==> src/rtl/sprite_mem_pkg.sv <==
// Shared types and default widths for the sprite memory arbiter slice.
package sprite_mem_pkg;

  typedef enum logic [1:0] {
    IDLE  = 2'd0,
    ISSUE = 2'd1,
    WAIT  = 2'd2
  } state_e;

  localparam int NREQ_DEF = 4;
  localparam int AW_DEF   = 12;
  localparam int DW_DEF   = 8;

endpackage

==> src/rtl/sprite_mem_arbiter_if.sv <==
// Requester-side and memory-side bus of the sprite memory arbiter.
interface sprite_mem_arbiter_if
  import sprite_mem_pkg::*;
#(
  parameter int NREQ = NREQ_DEF,
  parameter int AW   = AW_DEF,
  parameter int DW   = DW_DEF
);

  logic [NREQ-1:0]    req;
  logic [NREQ-1:0]    we;
  logic [NREQ*AW-1:0] addr;
  logic [NREQ*DW-1:0] wdata;
  logic [NREQ-1:0]    gnt;
  logic [NREQ-1:0]    rvalid;
  logic [DW-1:0]      rdata;
  logic [AW-1:0]      mem_addr;
  logic [DW-1:0]      mem_wdata;
  logic               mem_we;
  logic [DW-1:0]      mem_rdata;

  modport slave (
    input  req, we, addr, wdata, mem_rdata,
    output gnt, rvalid, rdata, mem_addr, mem_wdata, mem_we
  );

  modport master (
    output req, we, addr, wdata, mem_rdata,
    input  gnt, rvalid, rdata, mem_addr, mem_wdata, mem_we
  );

endinterface

==> src/rtl/sprite_arb_pick.sv <==
// Combinational winner select. SPRITE_ARB_RR_EN: round-robin after last_i;
// otherwise fixed priority, lowest index wins.
module sprite_arb_pick
  import sprite_mem_pkg::*;
#(
  parameter int NREQ = NREQ_DEF,
  parameter int IW   = $clog2(NREQ)
) (
  input  logic [NREQ-1:0] req_i,
`ifdef SPRITE_ARB_RR_EN
  input  logic [IW-1:0]   last_i,
`endif
  output logic [NREQ-1:0] gnt_oh_o,
  output logic [IW-1:0]   idx_o
);

  logic found;
  int   cand;

  always_comb begin
    gnt_oh_o = '0;
    idx_o    = '0;
    found    = 1'b0;
    cand     = 0;
`ifdef SPRITE_ARB_RR_EN
    for (int k = 1; k <= NREQ; k++) begin
      cand = (int'(last_i) + k) % NREQ;
      if (!found && req_i[cand]) begin
        found           = 1'b1;
        idx_o           = IW'(cand);
        gnt_oh_o[cand]  = 1'b1;
      end
    end
`else
    for (int i = 0; i < NREQ; i++) begin
      cand = i;
      if (!found && req_i[cand]) begin
        found           = 1'b1;
        idx_o           = IW'(cand);
        gnt_oh_o[cand]  = 1'b1;
      end
    end
`endif
  end

endmodule

==> src/rtl/sprite_mem_arbiter.sv <==
// Single-port sprite RAM arbiter: capture, one-cycle issue, read return.
// Build option SPRITE_ARB_RR_EN selects round-robin instead of fixed priority.
module sprite_mem_arbiter
  import sprite_mem_pkg::*;
#(
  parameter int NREQ = NREQ_DEF,
  parameter int AW   = AW_DEF,
  parameter int DW   = DW_DEF
) (
  input  logic                 Clock,
  input  logic                 Resetn,
  sprite_mem_arbiter_if.slave  bus
);

  localparam int IW = $clog2(NREQ);

  state_e          state_q, state_d;
  logic [AW-1:0]   addr_q, addr_d;
  logic [DW-1:0]   wdata_q, wdata_d;
  logic            we_q, we_d;
  logic [NREQ-1:0] win_oh_q, win_oh_d;
  logic [DW-1:0]   rdata_q, rdata_d;
  logic [NREQ-1:0] pick_oh;
  logic [IW-1:0]   pick_idx;

`ifdef SPRITE_ARB_RR_EN
  logic [IW-1:0]   last_q, last_d;
`endif

  sprite_arb_pick #(.NREQ(NREQ), .IW(IW)) u_pick (
    .req_i    (bus.req),
`ifdef SPRITE_ARB_RR_EN
    .last_i   (last_q),
`endif
    .gnt_oh_o (pick_oh),
    .idx_o    (pick_idx)
  );

  always_comb begin
    state_d  = state_q;
    addr_d   = addr_q;
    wdata_d  = wdata_q;
    we_d     = we_q;
    win_oh_d = win_oh_q;
    rdata_d  = rdata_q;
`ifdef SPRITE_ARB_RR_EN
    last_d   = last_q;
`endif
    unique case (state_q)
      IDLE: begin
        if (|bus.req) begin
          state_d  = ISSUE;
          addr_d   = bus.addr[int'(pick_idx)*AW +: AW];
          wdata_d  = bus.wdata[int'(pick_idx)*DW +: DW];
          we_d     = bus.we[pick_idx];
          win_oh_d = pick_oh;
`ifdef SPRITE_ARB_RR_EN
          last_d   = pick_idx;
`endif
        end
      end
      ISSUE:   state_d = we_q ? IDLE : WAIT;
      WAIT: begin
        rdata_d = bus.mem_rdata;
        state_d = IDLE;
      end
      default: state_d = IDLE;
    endcase
  end

  always_ff @(posedge Clock) begin
    if (!Resetn) begin
      state_q  <= IDLE;
      addr_q   <= '0;
      wdata_q  <= '0;
      we_q     <= 1'b0;
      win_oh_q <= '0;
      rdata_q  <= '0;
`ifdef SPRITE_ARB_RR_EN
      last_q   <= IW'(NREQ-1);
`endif
    end else begin
      state_q  <= state_d;
      addr_q   <= addr_d;
      wdata_q  <= wdata_d;
      we_q     <= we_d;
      win_oh_q <= win_oh_d;
      rdata_q  <= rdata_d;
`ifdef SPRITE_ARB_RR_EN
      last_q   <= last_d;
`endif
    end
  end

  // Strobes are suppressed while Resetn is low so an aborted access never pulses.
  assign bus.gnt       = (state_q == ISSUE && Resetn) ? win_oh_q : '0;
  assign bus.rvalid    = (state_q == WAIT  && Resetn) ? win_oh_q : '0;
  assign bus.mem_we    = (state_q == ISSUE) && we_q && Resetn;
  assign bus.mem_addr  = addr_q;
  assign bus.mem_wdata = wdata_q;
  assign bus.rdata     = (state_q == WAIT && Resetn) ? bus.mem_rdata : rdata_q;

endmodule

==> src/flat_wrapper.sv <==
// flat-port wrapper written by rule: the top's interface ports become plain ports
module sprite_mem_arbiter_flat import sprite_mem_pkg::*;
#(
  parameter int NREQ = NREQ_DEF,
  parameter int AW   = AW_DEF,
  parameter int DW   = DW_DEF
)
  (Clock, Resetn, bus_req, bus_we, bus_addr, bus_wdata, bus_mem_rdata, bus_gnt, bus_rvalid, bus_rdata, bus_mem_addr, bus_mem_wdata, bus_mem_we);
  sprite_mem_arbiter_if #(.NREQ(NREQ), .AW(AW), .DW(DW)) bus_i ();
  input  logic Clock;
  input  logic Resetn;
  input wire logic [$bits(bus_i.req)-1:0] bus_req;
  input wire logic [$bits(bus_i.we)-1:0] bus_we;
  input wire logic [$bits(bus_i.addr)-1:0] bus_addr;
  input wire logic [$bits(bus_i.wdata)-1:0] bus_wdata;
  input wire logic [$bits(bus_i.mem_rdata)-1:0] bus_mem_rdata;
  output wire logic [$bits(bus_i.gnt)-1:0] bus_gnt;
  output wire logic [$bits(bus_i.rvalid)-1:0] bus_rvalid;
  output wire logic [$bits(bus_i.rdata)-1:0] bus_rdata;
  output wire logic [$bits(bus_i.mem_addr)-1:0] bus_mem_addr;
  output wire logic [$bits(bus_i.mem_wdata)-1:0] bus_mem_wdata;
  output wire logic [$bits(bus_i.mem_we)-1:0] bus_mem_we;
  assign bus_i.req = bus_req;
  assign bus_i.we = bus_we;
  assign bus_i.addr = bus_addr;
  assign bus_i.wdata = bus_wdata;
  assign bus_i.mem_rdata = bus_mem_rdata;
  assign bus_gnt = bus_i.gnt;
  assign bus_rvalid = bus_i.rvalid;
  assign bus_rdata = bus_i.rdata;
  assign bus_mem_addr = bus_i.mem_addr;
  assign bus_mem_wdata = bus_i.mem_wdata;
  assign bus_mem_we = bus_i.mem_we;
  sprite_mem_arbiter #(.NREQ(NREQ), .AW(AW), .DW(DW)) u_core (.Clock(Clock), .Resetn(Resetn), .bus(bus_i));
endmodule
==> config.mk <==
export PLATFORM = sky130hd
export DESIGN_NAME = sprite_mem_arbiter_flat
export DESIGN_NICKNAME = d
export VERILOG_FILES = /design/src/rtl/sprite_mem_pkg.sv /design/src/rtl/sprite_mem_arbiter_if.sv /design/src/rtl/sprite_arb_pick.sv /design/src/rtl/sprite_mem_arbiter.sv /design/src/flat_wrapper.sv
export SDC_FILE = /design/constraint.sdc
export NUM_CORES = 1
export LEC_CHECK = 0
export CORE_MARGIN = 1.5
export CORE_UTILIZATION = 30
export CTS_CLUSTER_SIZE = 12
export DETAILED_ROUTE_END_ITERATION = 16
export GPL_TIMING_DRIVEN = 0
export PLACE_DENSITY = 0.66
export SLEW_MARGIN = 20
export SYNTH_ARGS = -nofsm -noshare
export SYNTH_HDL_FRONTEND = slang
export SYNTH_SLANG_ARGS = --single-unit
==> constraint.sdc <==
create_clock -name Clock -period 3.3 [get_ports Clock]
set_input_delay 0.66 -clock Clock [delete_from_list [all_inputs] [get_ports Clock]]
set_output_delay 0.66 -clock Clock [all_outputs]
set_load 0.03 [all_outputs]
==> impl_results.md <==
- Mapped Avg Cell Area: 7.50 sq um
- Die area: 8390 sq um
- DP Area: 3800 sq um
- I/O Buffers: 132
- Most common cell after layout, fill and taps aside: clkdlybuf4s50_1
- Relative slew slack: 64.4%
- Placer Congestion: 0.840
- Vias per inst: 5.00
- Total GRT Usage: 19.9%
- Synthesis Warnings: 0
- WHS: 0.453 ns
- Total routed wirelength: 8350 um
- Number of global-route vias before repair: 2780
- RSZ-0062 raised after global routing: false
- Post-synth EDFFs: 0
- Syn nets: 412
- Design area: 3890 sq um
- Initial antenna violation count: 0
- CP Max Fanout: 10
- # rows: 32
- CTS Sinks: 35
- Clock-pin slew on the worst setup and hold paths: 0.07 ns
- Post-CTS Setup Bufs: 0
- Max-cap check violation count: 0
- Final period util: 92.9%
- Post-synth cell types: 27
- Post-layout net count: 551
- CTS H-tree lvls: 2
- Hold buffers post-CTS: 0
- Drt first pass iters: 4
- Final core occ: 50.9%
- # DRC: 0
- Via count: 2774
- Seq/Total Area, Yosys: 29.8%
- Status: complete, no violations
- # IOs: 135
- Final hold viol count: 0
- Final Critical Period: 3.06 ns
- Final setup skew: 0.00711 ns
- Clk_lat worst skew: 0.28 ns
- Max Clock Freq: 326 MHz
- Leak: 1.39 nW
- Worst slew pin tran: 0.534 ns
- Inserted Clock Buffers: 5
- Cts repair resizes: 0
- Primary FF master, synth: dfxtp_1
- Critical Path End Type: output port
- Area grow syn2layout: 65.2%
- Antenna cells: 0
- Total power: 1.33 mW
- Largest net degree at the start of global routing: 11
- Most frequent cells in the layout: 132 x clkdlybuf4s50_1, 52 x a21oi_1, 47 x nand2_1
- Remaining Overflow, GRT: 0
- Die Y: 91.6 um
- Setup tns final: 0 ns
- Post-DP HPWL: 6440 um
- Drt first-iter violations: 95
- Async set-reset flop share out of synthesis: 0%
- Final setup viols: 0
- WS Path Type: input port to output port
- Critical Path AT: 2.40 ns
- Wire per inst: 15.1 um
- Cells after Synth: 314
- Setup crit start kind: input port
- Fillers: 763
- Worst-case vdd ir drop: 0.000168 V
- Initial core utilization: 30.8%
- Total core area: 7650 sq um
- First-pass GRT wire length: 13300 um
- CTS tree: done
- Post-synthesis register bit count: 35
- Max Root-Sink Buffers: 2
- Clock root cell: clkbuf_8
- Die span in x: 91.6 um
- Layout cells sized above 1: 7.73%
- Final ANT Viol Nets: 0
- Fin. max-slew vios: 0
- Pwr/cell area: 341 nW/um^2
- Min-Delay Path Class: flop to flop
- WP data required: 2.64 ns
- Mapped Area: 2350 sq um
## worst max-delay path, cell delays in order
cell and delay [ns]:
clkdlybuf4s50_1 0.52, clkbuf_1 0.32, and3_1 0.23, clkdlybuf4s50_1 0.67
## synth_stat cells, types with 2 or more instances
cell	number	area share [%]
nand3b_1	34	11
a31oi_1	4	1.1
a211oi_1	17	5.4
o21ai_0	14	3.0
nand2b_1	18	4.8
buf_6	7	3.3
clkbuf_1	16	2.6
o21ai_2	2	0.74
a21oi_1	52	11
a21boi_0	8	2.6
nand2_1	47	7.5
mux2_2	8	3.8
a22oi_1	4	1.3
buf_2	7	1.5
o21ai_1	15	3.2
nor2_1	4	0.64
nor2b_1	4	1.1
dfxtp_1	35	30
and3_1	4	1.1
a21boi_1	2	0.64
and2_1	6	1.6
## path summary, 6_finish.rpt
path / startpoint / endpoint / slack, ns / depth (start not counted)
max: Resetn / bus_rvalid[1] / 0.24 / 4
min reg2reg: u_core.we_q / u_core.state_q[1] / 0.45 / 1
max reg2reg: u_core.state_q[0] / u_core.bus.mem_wdata[4] / 1.79 / 5
min: u_core.we_q / u_core.state_q[1] / 0.45 / 1
## power breakdown
group / internal (mW) / switching (mW)
registers: 0.466 / 0.0242
logic: 0.262 / 0.257
clock network: 0.164 / 0.155
total: 0.892 / 0.436
## per-layer routing
| metal | share of wire [%] | GRT usage, % |
|---|---|---|
| met1 | 42 | 22.8 |
| met2 | 51 | 36.4 |
| met3 | 5.8 | 4.86 |
| met4 | 1.1 | 5.21 |
| met5 | 0 | 0 |
## flip-flops by register name, indices dropped and copies added (netlist names)
register	flops
u_core.bus.mem_addr	12
u_core.rdata_q	8
u_core.state_q	2
u_core.win_oh_q	4
u_core.bus.mem_wdata	8
u_core.we_q	1
## layout make-up
type | instances | area (sq um) | share of cell area [%]
flip-flops and latches | 35 | 701 | 18.0
repair buffers | 132 | 1320 | 34.0
multi-input cells | 249 | 1480 | 38.0
plain buffers | 30 | 174 | 4.47
clock inverters | 1 | 5.00 | 0.129
well taps | 102 | 128 | 3.28
clock buffers | 6 | 82.6 | 2.12
## stage by stage
stage	setup WS (ns)	cells
2_1_floorplan	1.34	314
3_3_place_gp	0.223	548
3_5_place_dp	0.231	548
4_1_cts	0.223	555
5_1_grt	0.109	555
6_report	0.236	555
## kinds of logic (layout without fill, tap and decap cells)
family / count (synthesis) / after routing / synth area share [%]
AO/OA/AOI/OAI: 121 / 121 / 30.6
flip-flops: 35 / 35 / 29.8
multiplexers: 8 / 8 / 3.83
AND/OR/NAND/NOR: 120 / 120 / 28.5
buffers and inverters: 30 / 169 / 7.39
Note: power is estimated with default switching activity, not from simulation.
